$ cat config.mk
export PLATFORM = sky130hd
export DESIGN_NAME = spraid_spi_chan
export DESIGN_NICKNAME = d
export VERILOG_FILES = /design/src/rtl/spraid_spi_chan.sv
export SDC_FILE = /design/constraint.sdc
export NUM_CORES = 1
export LEC_CHECK = 0
export BUFFER_PORTS_ARGS = -buffer_cell sky130_fd_sc_hd__buf_2
export CAP_MARGIN = 20
export CORE_ASPECT_RATIO = 1.2
export CORE_MARGIN = 8
export CORE_UTILIZATION = 45
export DETAILED_ROUTE_END_ITERATION = 8
export PLACE_DENSITY = 0.65
export SKIP_CTS_REPAIR_TIMING = 1
export SYNTH_ARGS = -nofsm -noshare
export SYNTH_HDL_FRONTEND = slang
export SYNTH_SLANG_ARGS = --single-unit
$ cat constraint.sdc
create_clock -name wb_clk_i -period 3.5 [get_ports wb_clk_i]
set_input_delay 0.175 -clock wb_clk_i [delete_from_list [all_inputs] [get_ports wb_clk_i]]
set_output_delay 0.175 -clock wb_clk_i [all_outputs]
set_load 0.005 [all_outputs]
$ cat src/rtl/spraid_spi_chan.sv
// SPI mode-0 master channel: one request in, one right-justified response out, optional CS hold.
// Optional feature macro SPRAID_LOOPBACK_EN adds cfg_loopback (receive path taps spi_mosi).
module spraid_spi_chan (
  input  logic        wb_clk_i,
  input  logic        wb_rst_ni,
  input  logic        req_valid,
  output logic        req_ready,
  input  logic [31:0] req_data,
  input  logic [1:0]  req_len,
  input  logic        req_hold_cs,
  input  logic [7:0]  clk_div,
  output logic        rsp_valid,
  output logic [31:0] rsp_data,
  output logic        busy,
  output logic        spi_clk,
  output logic        spi_cs,
  output logic        spi_mosi,
`ifdef SPRAID_LOOPBACK_EN
  input  logic        cfg_loopback,
`endif
  input  logic        spi_miso
);

  typedef enum logic [2:0] {
    IDLE   = 3'd0,
    SETUP  = 3'd1,
    SCK_HI = 3'd2,
    SCK_LO = 3'd3,
    DONE   = 3'd4
  } state_t;

  state_t      state_r;
  logic [7:0]  div_r;
  logic [7:0]  cnt_r;
  logic [4:0]  bits_r;
  logic [4:0]  last_bit_r;
  logic [31:0] tx_r;
  logic [31:0] rx_r;
  logic        hold_r;
  logic        cs_r;
  logic        sck_r;
  logic        mosi_r;
  logic        rsp_valid_r;
  logic [31:0] rsp_data_r;
  logic        ready_r;
  logic        busy_r;
  logic        rx_bit_s;
  logic        cnt_done_s;

  // Receive bit source: external pin, or the driven MOSI when looped back.
  always_comb begin
`ifdef SPRAID_LOOPBACK_EN
    if (cfg_loopback) begin
      rx_bit_s = mosi_r;
    end else begin
      rx_bit_s = spi_miso;
    end
`else
    rx_bit_s = spi_miso;
`endif
  end

  // End of a D-cycle phase; cnt_r runs 0..div_r so D=256 fits in 8 bits.
  always_comb begin
    cnt_done_s = (cnt_r == div_r);
  end

  // Transfer sequencer with all pin and response registers.
  always_ff @(posedge wb_clk_i or negedge wb_rst_ni) begin
    if (!wb_rst_ni) begin
      state_r     <= IDLE;
      div_r       <= 8'd0;
      cnt_r       <= 8'd0;
      bits_r      <= 5'd0;
      last_bit_r  <= 5'd0;
      tx_r        <= 32'd0;
      rx_r        <= 32'd0;
      hold_r      <= 1'b0;
      cs_r        <= 1'b1;
      sck_r       <= 1'b0;
      mosi_r      <= 1'b0;
      rsp_valid_r <= 1'b0;
      rsp_data_r  <= 32'd0;
      ready_r     <= 1'b1;
      busy_r      <= 1'b0;
    end else begin
      case (state_r)
        IDLE: begin
          rsp_valid_r <= 1'b0;
          sck_r       <= 1'b0;
          mosi_r      <= 1'b0;
          if (req_valid && ready_r) begin
            tx_r       <= req_data;
            rx_r       <= 32'd0;
            div_r      <= clk_div;
            last_bit_r <= {req_len, 3'b111};
            hold_r     <= req_hold_cs;
            bits_r     <= 5'd0;
            cnt_r      <= 8'd0;
            cs_r       <= 1'b0;
            mosi_r     <= req_data[31];
            ready_r    <= 1'b0;
            busy_r     <= 1'b1;
            state_r    <= SETUP;
          end
        end
        SETUP: begin
          if (cnt_done_s) begin
            cnt_r   <= 8'd0;
            sck_r   <= 1'b1;
            rx_r    <= {rx_r[30:0], rx_bit_s};
            state_r <= SCK_HI;
          end else begin
            cnt_r <= cnt_r + 8'd1;
          end
        end
        SCK_HI: begin
          if (cnt_done_s) begin
            cnt_r   <= 8'd0;
            sck_r   <= 1'b0;
            tx_r    <= tx_r << 5'd1;
            mosi_r  <= tx_r[30];
            state_r <= SCK_LO;
          end else begin
            cnt_r <= cnt_r + 8'd1;
          end
        end
        SCK_LO: begin
          if (cnt_done_s) begin
            cnt_r <= 8'd0;
            if (bits_r == last_bit_r) begin
              rsp_valid_r <= 1'b1;
              rsp_data_r  <= rx_r;
              cs_r        <= ~hold_r;
              mosi_r      <= 1'b0;
              state_r     <= DONE;
            end else begin
              bits_r  <= bits_r + 5'd1;
              sck_r   <= 1'b1;
              rx_r    <= {rx_r[30:0], rx_bit_s};
              state_r <= SCK_HI;
            end
          end else begin
            cnt_r <= cnt_r + 8'd1;
          end
        end
        DONE: begin
          rsp_valid_r <= 1'b0;
          ready_r     <= 1'b1;
          busy_r      <= 1'b0;
          state_r     <= IDLE;
        end
        default: begin
          rsp_valid_r <= 1'b0;
          sck_r       <= 1'b0;
          mosi_r      <= 1'b0;
          cs_r        <= 1'b1;
          ready_r     <= 1'b1;
          busy_r      <= 1'b0;
          state_r     <= IDLE;
        end
      endcase
    end
  end

  assign req_ready = ready_r;
  assign busy      = busy_r;
  assign rsp_valid = rsp_valid_r;
  assign rsp_data  = rsp_data_r;
  assign spi_clk   = sck_r;
  assign spi_cs    = cs_r;
  assign spi_mosi  = mosi_r;

endmodule

### Word-level counts from Yosys, hierarchy flattened

Cells that the tools add are included.

| operators by class | value |
|---|---|
| $add $sub $neg | 2 |
| $mul | 0 |
| divide/modulo/power cells | 0 |
| order comparisons | 0 |
| equal/unequal tests | 12 |
| shift-type cells | 0 |
| mux-type cells | 41 |
| bitwise operators | 6 |
| reductions and logical operators | 22 |

Operators with widths:

| cell | number |
|---|---|
| $mux W32 | 4 |
| $pmux W32 S3 | 1 |
| $mux W31 | 2 |
| $pmux W31 S2 | 1 |
| $mux W8 | 2 |
| $pmux W8 S2 | 1 |
| $reduce_and A4 Y1 | 4 |
| $mux W3 | 5 |
| $mux W5 | 3 |
| $mux W1 | 14 |
| $ne A2 B2 Y1 const B | 6 |
| $pmux W3 S4 | 1 |
| $pmux W5 S2 | 1 |
| $reduce_and A5 Y1 | 2 |
| $reduce_and A3 Y1 | 3 |
| $add A8 B1 Y8 const B | 1 |
| $eq A8 B8 Y1 | 1 |
| $pmux W1 S4 | 2 |
| $eq A3 B2 Y1 const B | 2 |
| $not A1 Y1 | 6 |
| $pmux W1 S2 | 3 |
| $reduce_and A2 Y1 | 3 |
| $reduce_bool A2 Y1 | 3 |
| $reduce_or A3 Y1 | 2 |
| other kinds (9) | 10 |

| word-level totals | value |
|---|---|
| register bits after elaboration | 131 |
| latch bits | 0 |
| memory bits (writable) | 0 |
| ROM bits | 0 |
| input bits | 47 |
| output and inout bits | 38 |
| word-level logic and storage cells | 98 |
| memories kept | 0 |

### Logic depth before layout (Yosys ltp)

Gate-level depths: netlist (run 1).

| logic depth | value |
|---|---|
| word-level depth | 4 |
| mapped depth | 8 |
| mapped depth without buffers | 5 |

### Worst setup path before layout (run 1)

Ideal clock, no wire load.

| timing path | value |
|---|---|
| kind | reg2reg |
| from | register bits_r[1] |
| to | register rsp_data_r[10] (netlist: rsp_data[10]) |
| library setup time | 0.128 ns |
| data arrival time | 1.994 ns |
| required time | 3.372 ns |
| setup slack | 1.378 ns |
| stages on the path, launching flop included | 6 |
| path buffers | 1 |
| period minus slack after synthesis | 2.122 ns |
| path through | dfrtp_1 > or4_1 > a211oi_1 > nand3_1 > buf_4 > mux2_1 |

| between the ends | value |
|---|---|
| longest elaborated chain between the ends | 2 |

RTL lines:

| what | line | text |
|---|---|---|
| from (decl) | 35 | `logic [4:0] bits_r;` |
| from (signal assigned) | 138 | `bits_r <= bits_r + 5'd1;` |
| $eq A5 B5 Y1 | 131 | `if (bits_r == last_bit_r) begin` |
| $reduce_and A3 Y1 (no source line) | -- |  |
| to (signal assigned) | 133 | `rsp_data_r <= rx_r;` |
| to (decl) | 44 | `logic [31:0] rsp_data_r;` |

Every way passes these cells.
A chain may end at the register's enable or synchronous reset.

### Worst setup path in the final report (run 1)

| timing path | value |
|---|---|
| from | register state_r[0] |
| to | register tx_r[9] |

| between the ends | value |
|---|---|
| longest elaborated chain between the ends | 3 |
| elaborated cells on any way between the ends | 7 |
| those cells by class | eq/ne: 3; mux: 1; reduce/logical: 3 |

RTL lines:

| what | line | text |
|---|---|---|
| from (decl) | 32 | `state_t state_r;` |
| from (signal assigned) | 71 | `state_r <= IDLE;` |
| from (signal assigned) | 104 | `state_r <= SETUP;` |
| from (signal assigned) | 112 | `state_r <= SCK_HI;` |
| $eq A3 B2 Y1 or $logic_not A3 Y1 (tied branches) | 87 | `case (state_r)` |
| $ne A2 B2 Y1 (no source line) or $reduce_bool A2 Y1 (tied branches) | -- |  |
| $reduce_and A3 Y1 (no source line) | -- |  |
| to (signal assigned) | 93 | `tx_r <= req_data;` |
| to (signal assigned) | 121 | `tx_r <= tx_r << 5'd1;` |
| to (decl) | 37 | `logic [31:0] tx_r;` |

Parallel ways exist; a longest one is shown, timed or not.

==> impl_metrics.env, run 1 <==
export IMPL_synth_async_reset_ratio=1.000
export IMPL_cts_sinks=129
export IMPL_setup_viol=0
export IMPL_synth_area_leaders="dfrtp_1 (56%), nor2_1 (6.7%), mux2_1 (6.3%)"
export IMPL_rsz0062_at_grt="false"
export IMPL_fin_tns_setup_ps=0
export IMPL_slew_headroom=0.4610
export IMPL_p_int_uw=2602
export IMPL_vias=4458
export IMPL_start_kind="flip-flop"
export IMPL_end_kind="flip-flop"
export IMPL_clk_pin_slew_ps=60
export IMPL_syn_area_um2=5694
export IMPL_cp_max_fo=35
export IMPL_track_usage=0.1612
export IMPL_yosysSeqAreaShare=0.5673
export IMPL_io_buffer_count=84
export IMPL_cts_buffers_inserted=17
export IMPL_die_x_um=118.7
export IMPL_hold_class="input port to flip-flop"
export IMPL_synth_top_area_frac=0.5581
export IMPL_cts_tree="built"
export IMPL_via_per_inst=5.326
export IMPL_ios=85
export IMPL_gp_congestion=0.8158
export IMPL_nNetsFinal=709
export IMPL_critPathKind="flip-flop to flip-flop"
export IMPL_clkPwrFrac=0.529
export IMPL_run_status="finished, final reports clean"
export IMPL_crit_required_ps=3770
export IMPL_grt_start_max_net_pins=85
export IMPL_drv_slew=0
export IMPL_worst_path_most_repeated_cell="nor2_1"
export IMPL_setup_slack_ps=854.8
export IMPL_grt_first_pass_wirelength_um=21830
export IMPL_finalHoldViolations=0
export IMPL_detail_route_antenna_nets=0
export IMPL_swShare=0.2169
export IMPL_synth_edf_count=0
export IMPL_power_leakage_uw=0.003501
export IMPL_cts_max_level=4
export IMPL_area_growth_pct=23.49
export IMPL_core_area_um2=12500
export IMPL_netlist_instances=569
export IMPL_ys_flop_type="dfrtp_1"
export IMPL_clockRootBuffer="clkbuf_16"
export IMPL_antenna_found_initial=0
export IMPL_dp_hpwl_um=8679
export IMPL_chipHeight_um=139.2
export IMPL_pre_cts_slack_ps=823.2
export IMPL_comb_power_share=0.022
export IMPL_yosys_area_top_type="dfrtp_1"
export IMPL_yosys_warnings=0
export IMPL_dr_pass1_iters=5
export IMPL_rows=45
export IMPL_drt_iter0_drc=301
export IMPL_fin_crit_sh=0.7558
export IMPL_cpMaxStageDelayCell="dfrtp_1"
export IMPL_tightestPinTransition_ps=806.6
export IMPL_die_area_um2=16520
export IMPL_synth_avg_cell_area_um2=10.01
export IMPL_skew_ps=6.915
export IMPL_switchingPower_uw=720.7
export IMPL_critPathArrivalTime_ps=2910
export IMPL_cap_violations=0
export IMPL_clockBufferDepth=2
export IMPL_p_total_uw=3323
export IMPL_finalCriticalPeriod_ps=2645
export IMPL_vdd_ir_drop_max_mv=0.3059
export IMPL_totalWireLength_um=12890
export IMPL_max_freq_mhz=378.0
export IMPL_seq_power_share=0.449
export IMPL_grt_overflow_total=0
export IMPL_diodes=0
export IMPL_drt_wirelength_per_cell_um=15.39
export IMPL_max_stage_delay_ps=670
export IMPL_grt_pass1_vias=4459
export IMPL_route_detailed_drc=0
export IMPL_power_density_nw_per_um2=472.5
export IMPL_crit_chain="nor2_1 > a21oi_1 > nand2_2 > buf_4 > nor2_1 > a211oi_1"
export IMPL_yosysUniqueCellTypes=43
export IMPL_clk_latency_ps=410
export IMPL_ys_seq_elements=129
export IMPL_syn_num_nets=618
export IMPL_layout_drive_gt1_share=0.2080
export IMPL_start_util=0.4556
## cell families (layout without fill, tap and decap cells)
logic type / Yosys count / after routing / share of synthesized area
compound gates: 109 / 109 / 0.1244
xor+xnor: 11 / 11 / 0.01692
fa+ha+maj: 2 / 2 / 0.004394
buf+inv: 43 / 147 / 0.03186
flops: 129 / 129 / 0.5673
mux: 35 / 35 / 0.06878
simple gates: 240 / 240 / 0.1863
## power groups by stage
stage / combinational [uW] / sequential (uW) / clock (uW)
3_3_place_gp: 60.0 / 1520 / 0
2_1_floorplan: 1.44 / 1520 / 0
5_1_grt: 85.0 / 1490 / 1850
4_1_cts: 61.5 / 1490 / 1790
6_report: 74.2 / 1490 / 1760
3_5_place_dp: 61.4 / 1520 / 0
## final cells by class
class | count | area (um^2)
sequential | 129 | 3231
fill | 1099 | 5468
clock buffer | 18 | 439.2
clock inverter | 14 | 156.4
timing repair buffer | 110 | 683.2
tap | 164 | 205.2
inverter | 5 | 18.77
multi-input combinational | 397 | 2298
## worst max-delay path, delay by kind of cell (launching register included)
family                 cells  cell delay (ps)
AOI/OAI and AO/OA          2              550
and+or+nand+nor            3              860
DFF                        1              670
buffers and inverters      1              390
## per-layer routing
metal	up-vias	track usage	wire (um)
li1	2164	-	-
met2	102	0.2586	6401
met1	2172	0.1930	5601
met5	-	0	0
met3	20	0.05585	604
met4	0	0.06871	278
## metrics by stage
stage | hold slack, ps | area (um^2) | utilization | instances
floorplan | -120.6 | 5694 | - | 569
global placement | 365.4 | 6279 | 0.5023 | 791
detailed placement | 374.3 | 6279 | 0.5023 | 791
CTS | -53.53 | 6874 | 0.5500 | 823
global route | 5.963 | 7032 | 0.5626 | 837
finish | 15.41 | 7032 | 0.5626 | 837
## sequential cells by signal, indices dropped and copies added (netlist names)
signal	flops
spi_mosi	1
last_bit_r	3
rx_r	32
cnt_r	8
tx_r	31
spi_clk	1
div_r	8
rsp_data	32
rsp_valid	1
hold_r	1
bits_r	5
state_r	3
busy	1
spi_cs	1
req_ready	1
## cell usage after synthesis, types with 3 or more instances
cell	count
a31oi_1	12
buf_4	3
clkbuf_1	27
nand3_1	37
nand2b_1	6
a21oi_1	9
or3_1	3
dfrtp_1	127
nor3_1	3
and3_1	6
a22o_1	3
inv_1	4
nand2_1	73
nand4_1	3
mux2_1	32
nor2_1	101
o21ai_1	33
a41oi_1	4
a211oi_1	33
xor2_1	11
o21ai_0	4
buf_2	7
## layout by cell type, fill, tap and decap left out, drive strengths merged, types with 3 or more instances in the layout
cell type	Yosys	final
clkbuf	27	18
a41oi	4	4
dlygate4sd3	0	13
xor2	11	11
a211oi	33	33
dfrtp	127	127
a31oi	12	12
or3	3	3
and3	6	6
nand2b	6	6
buf	11	97
a22o	3	3
a21oi	9	9
nand3	37	37
o21ai	37	37
mux2	33	33
nand2	73	73
inv	4	8
nand4	4	4
clkinv	1	5
clkinvlp	0	4
nor2	101	101
nor3	4	4
## worst paths after layout
| kind | slack, ps | to | startpoint | depth (start not counted) |
|---|---|---|---|---|
| worst max register to register | 850 | tx_r[9] | state_r[0] | 6 |
| worst min register to register | 490 | rsp_data[21] | rsp_data[21] | 1 |
| worst min-delay path | 20 | tx_r[0] | req_data[0] | 2 |
| worst max-delay path | 850 | tx_r[9] | state_r[0] | 6 |
| max in group asynchronous | 2100 | rsp_data[27] | wb_rst_ni | 5 |
| min in group asynchronous | 240 | tx_r[5] | wb_rst_ni | 2 |
Power figures use the tool's default switching activity.
==> run 2: changes to the inputs <==
- clock period: 3.5 -> 2.65 ns (I/O delays scaled with it)
==> run 2 against run 1 <==
Effect of this change: the flow now finishes with violations (hold timing); core utilization is 0.21 points higher; final area rose by 0.37%; clock power grew 27%; die area unchanged; fmax increased by 15%; combinational power grew 29%; sequential share of layout area down 0.17 points; register-to-register slack got worse by 500 ps; worst hold slack lost 20 ps; clock skew grew 1.6 ps; global-route usage is 0.69 points lower; first-iteration DRC count fell by 11%; critical endpoint is now rsp_data[27].
==> impl_metrics.env, run 2 (synthesis gave the netlist of run 1 again) <==
export IMPL_m1WireLength_um=5591
export IMPL_ios=85
export IMPL_crit_chain="or4_1 > a211oi_1 > nand3_2 > buf_4 > mux2_1"
export IMPL_tightestPinTransition_ps=873.5
export IMPL_detail_route_antenna_nets=0
export IMPL_drt_wirelength_per_cell_um=15.04
export IMPL_finalCriticalPeriod_ps=2300
export IMPL_hold_worst_slack_ps=-4.624
export IMPL_start_util=0.4556
export IMPL_rows=45
export IMPL_run_status="finished, violations left"
export IMPL_cp_top_family="simple AND/OR/NAND/NOR gates"
export IMPL_dp_hpwl_um=8420
export IMPL_start_kind="flip-flop"
export IMPL_clk_pin_slew_ps=60
export IMPL_critPathArrivalTime_ps=2580
export IMPL_cpMaxStageDelayCell="or4_1"
export IMPL_skew_ps=8.510
export IMPL_clk_latency_ps=410
export IMPL_max_freq_mhz=434.8
export IMPL_vias=4466
export IMPL_power_density_nw_per_um2=609.6
export IMPL_hold_class="input port to flip-flop"
export IMPL_grt_pass1_vias=4387
export IMPL_vdd_ir_drop_max_mv=0.4636
export IMPL_rsz0062_at_grt="false"
export IMPL_cp_max_fo=32
export IMPL_critPathBufInv=1
export IMPL_crit_required_ps=2930
export IMPL_setup_viol=0
export IMPL_antenna_found_initial=1
export IMPL_regArea_um2=3231
export IMPL_swShare=0.2172
export IMPL_finalHoldViolations=2
export IMPL_stdcell_area_um2=7058
export IMPL_die_area_um2=16520
export IMPL_switchingPower_uw=934.6
export IMPL_final_common_cell="dfrtp_1"
export IMPL_via_per_inst=5.291
export IMPL_top_layer="met4"
export IMPL_max_stage_delay_ps=580
export IMPL_cts_sinks=129
export IMPL_cap_violations=0
export IMPL_multiInputGateArea_um2=2298
export IMPL_chipHeight_um=139.2
export IMPL_dpl_cell_area_um2=6336
export IMPL_cts_buffers_inserted=17
export IMPL_route_detailed_drc=0
export IMPL_track_usage=0.1544
export IMPL_clkPwrFrac=0.520
export IMPL_area_growth_pct=23.95
export IMPL_nFillCells=1116
export IMPL_slew_headroom=0.4177
export IMPL_power_leakage_uw=0.003521
export IMPL_layout_common_cells="dfrtp_1 (127), nor2_1 (100), buf_2 (83)"
export IMPL_gp_congestion=0.8216
export IMPL_violations="hold timing"
export IMPL_clockBufferDepth=2
export IMPL_nNetsFinal=715
export IMPL_p_int_uw=3368
export IMPL_critPathKind="flip-flop to flip-flop"
export IMPL_utilization=0.5647
export IMPL_grt_first_pass_wirelength_um=21280
export IMPL_grt_overflow_total=0
export IMPL_drt_iter0_drc=268
export IMPL_seq_power_share=0.458
export IMPL_fin_crit_sh=0.8679
export IMPL_dr_pass1_iters=4
export IMPL_comb_power_share=0.022
export IMPL_wl_met3_um=640
export IMPL_cts_tree="built"
export IMPL_io_buffer_count=84
export IMPL_wl_met2_um=6268
export IMPL_die_x_um=118.7
export IMPL_end_kind="flip-flop"
export IMPL_drv_slew=0
export IMPL_fin_tns_setup_ps=0
export IMPL_core_area_um2=12500
export IMPL_cts_max_level=4
export IMPL_totalWireLength_um=12690
export IMPL_clockRootBuffer="clkbuf_16"
export IMPL_layout_drive_gt1_share=0.2135
export IMPL_p_total_uw=4302
export IMPL_grt_start_max_net_pins=68
run 2: layout make-up:
class / count / area share
sequential: 129 / 0.4577
multi-input combinational: 397 / 0.3257
timing repair buffer: 116 / 0.1025
clock buffer: 19 / 0.06417
tap: 164 / 0.02907
clock inverter: 13 / 0.01790
inverter: 5 / 0.002659
antenna: 1 / 0.0003545
run 2: power by group through the flow:
stage          Combinational [uW]  Clock, uW  Sequential (uW)
5_1_grt                       108       2370             1970
3_5_place_dp                 81.5          0             2010
4_1_cts                      81.9       2290             1970
2_1_floorplan                1.90          0             2010
3_3_place_gp                 80.9          0             2010
6_report                     95.4       2240             1970
run 2: through the flow:
stage	instances	hold slack, ps	setup slack (ps)
global placement	797	300.8	416.8
detailed placement	797	306.0	333.5
CTS	829	-124.5	327.4
global route	844	8.043	252.6
floorplan	569	-163.1	528.1
finish	844	-4.624	350.1
run 2: path summary, 6_finish.rpt:
check	start	end	slack, ps	depth (start not counted)
max	bits_r[1]	rsp_data[27]	350	5
min	req_data[14]	tx_r[14]	-5	3
max reg2reg	bits_r[1]	rsp_data[27]	350	5
min reg2reg	rsp_data[28]	rsp_data[28]	480	1
max in group asynchronous	wb_rst_ni	rsp_data[12]	1480	3
min in group asynchronous	wb_rst_ni	tx_r[5]	390	2
run 2: metal layers:
metal / GRT usage / up-vias
met5: 0 / -
met4: 0.05137 / 0
met3: 0.04816 / 14
met2: 0.2551 / 107
met1: 0.1873 / 2176
li1: - / 2169
run 2: worst register-to-register path, delay by kind of cell (launching register included):
family | cells | cell delay, ps
simple gates | 2 | 690
buf+inv | 1 | 270
compound gates | 1 | 420
flops | 1 | 410
mux | 1 | 380
==> run 3: changes to the inputs <==
- CELL_PAD_IN_SITES_DETAIL_PLACEMENT: not set -> 2
- CELL_PAD_IN_SITES_GLOBAL_PLACEMENT: not set -> 2
- CORE_UTILIZATION: 45 -> 36
- PLACE_DENSITY: 0.65 -> not set
- PLACE_DENSITY_LB_ADDON: not set -> 0.1
==> run 3 against run 2 <==
Effect of this change: the flow still finishes with violations (hold timing); clock skew is 0.50 ps higher; worst hold slack lost 14 ps; sequential power about the same; die area is 22% higher; power up 3.1%; cell count is 5.7% higher; via count up 4.7%; non-clock buffer count is 5 higher; first-iteration DRC count fell by 16%.
==> impl_metrics.env, run 3 (synthesis gave the netlist of run 1 again) <==
export IMPL_rr_worst_depth=6
export IMPL_die_area_um2=20110
export IMPL_hold_worst_slack_ps=-18.34
export IMPL_fin_crit_sh=0.8755
export IMPL_layout_drive_gt1_share=0.2105
export IMPL_setup_viol=0
export IMPL_diodes=0
export IMPL_chipHeight_um=153.8
export IMPL_clk_pin_slew_ps=60
export IMPL_nNetsFinal=720
export IMPL_power_leakage_uw=0.003577
export IMPL_crit_required_ps=2980
export IMPL_cp_max_fo=64
export IMPL_cts_sinks=129
export IMPL_grt_overflow_total=0
export IMPL_clockRootBuffer="clkbuf_16"
export IMPL_violations="hold timing"
export IMPL_finalCriticalPeriod_ps=2320
export IMPL_area_growth_pct=26.76
export IMPL_detail_route_antenna_nets=0
export IMPL_core_area_um2=15510
export IMPL_final_common_cell="dfrtp_1"
export IMPL_dr_pass1_iters=4
export IMPL_drv_slew=0
export IMPL_rr_endpoint="rx_r[21]"
export IMPL_cap_violations=0
export IMPL_drt_wirelength_per_cell_um=18.83
export IMPL_end_kind="flip-flop"
export IMPL_start_kind="flip-flop"
export IMPL_r2r_start="bits_r[1]"
export IMPL_vdd_ir_drop_max_mv=0.4754
export IMPL_wl_met3_um=561
export IMPL_power_density_nw_per_um2=614.2
export IMPL_cts_buffers_inserted=17
export IMPL_gp_congestion=0.8092
export IMPL_rsz0062_at_grt="false"
export IMPL_antenna_found_initial=0
export IMPL_tightestPinTransition_ps=692.3
export IMPL_skew_ps=9.014
export IMPL_endpoint="rx_r[21]"
export IMPL_totalWireLength_um=16790
export IMPL_layout_common_cells="dfrtp_1 (127), nor2_1 (100), buf_2 (83)"
export IMPL_via_per_inst=5.244
export IMPL_top_layer="met4"
export IMPL_vias=4678
export IMPL_crit_path_start="bits_r[1]"
export IMPL_hold_class="input port to flip-flop"
export IMPL_grt_pass1_vias=5403
export IMPL_nFillCells=1709
export IMPL_critPathKind="flip-flop to flip-flop"
export IMPL_critPathArrivalTime_ps=2650
export IMPL_rows=50
export IMPL_wl_met2_um=8608
export IMPL_r2r_slack_ps=330
export IMPL_clockBufferDepth=2
export IMPL_cts_tree="built"
export IMPL_fin_tns_setup_ps=0
export IMPL_route_detailed_drc=0
export IMPL_cts_max_level=4
export IMPL_die_x_um=130.8
export IMPL_run_status="finished, violations left"
export IMPL_ios=85
export IMPL_clk_latency_ps=420
export IMPL_slew_headroom=0.5385
export IMPL_max_freq_mhz=431.0
export IMPL_dp_hpwl_um=10750
export IMPL_drt_iter0_drc=224
export IMPL_io_buffer_count=84
export IMPL_finalHoldViolations=6
export IMPL_start_util=0.3670
export IMPL_grt_first_pass_wirelength_um=28040
export IMPL_track_usage=0.1765
export IMPL_grt_start_max_net_pins=75
export IMPL_m1WireLength_um=7273
==> run 3: cell count changes in the layout (fill, tap and decap cells not counted), sizes merged, moves of 2 or more <==
| cell | change |
|---|---|
| dlygate4sd3 | +5 |
| clkinvlp | -2 |
| clkinv | +3 |
| inv | -4 |
| clkbuf | +2 |
==> run 3: report_power, final <==
group / switching, uW / total [uW] / internal [uW]
combinational: 58.4 / 108 / 49.2
sequential: 0 / 1970 / 1970
clock: 892 / 2360 / 1460
total: 951 / 4430 / 3480
==> run 3: final cells by class <==
type                            count  area (um^2)  area share
Clock buffer                       21        470.5     0.06518
Clock inverter                     11        128.9     0.01785
Inverter                            5        18.77    0.002600
Multi-Input combinational cell    397         2298      0.3184
Sequential cell                   129         3231      0.4476
Tap cell                          208        260.3     0.03605
Timing Repair Buffer              121        810.8      0.1123
==> run 3: how the worst min path moves through the flow <==
stage                       startpoint   endpoint  slack, ps  cells after the start
after detailed placement     wb_rst_ni   div_r[7]        210                      1
after floorplan              wb_rst_ni  bits_r[0]       -160                      0
final                     req_data[17]   tx_r[17]        -20                      3
after global placement       wb_rst_ni   div_r[7]        210                      1
after global routing      req_data[22]   tx_r[22]        0.6                      3
after CTS                    wb_rst_ni   div_r[7]       -240                      1
==> run 3: critical path, stage by stage (launching register included) <==
cell and delay [ps]:
dfrtp_1 420, or4_1 590, a2111o_1 490, nand4_2 140, buf_12 270, nand3_1 150, o21ai_1 150
==> run 3: routing by layer <==
metal | global-route usage | vias up
li1 | - | 2184
met1 | 0.2051 | 2374
met2 | 0.3017 | 92
met3 | 0.04740 | 28
met4 | 0.06521 | 0
met5 | 0 | -
==> run 3: stage by stage <==
step | setup slack, ps | instances | util | power (uW) | instance area (um^2)
2_1_floorplan | 528.1 | 569 | - | 2008 | 5694
3_3_place_gp | 508.6 | 841 | 0.4144 | 2094 | 6429
3_5_place_dp | 440.6 | 841 | 0.4144 | 2095 | 6429
4_1_cts | 331.8 | 873 | 0.4530 | 4478 | 7028
5_1_grt | 244.8 | 892 | 0.4652 | 4582 | 7218
6_report | 329.9 | 892 | 0.4652 | 4434 | 7218
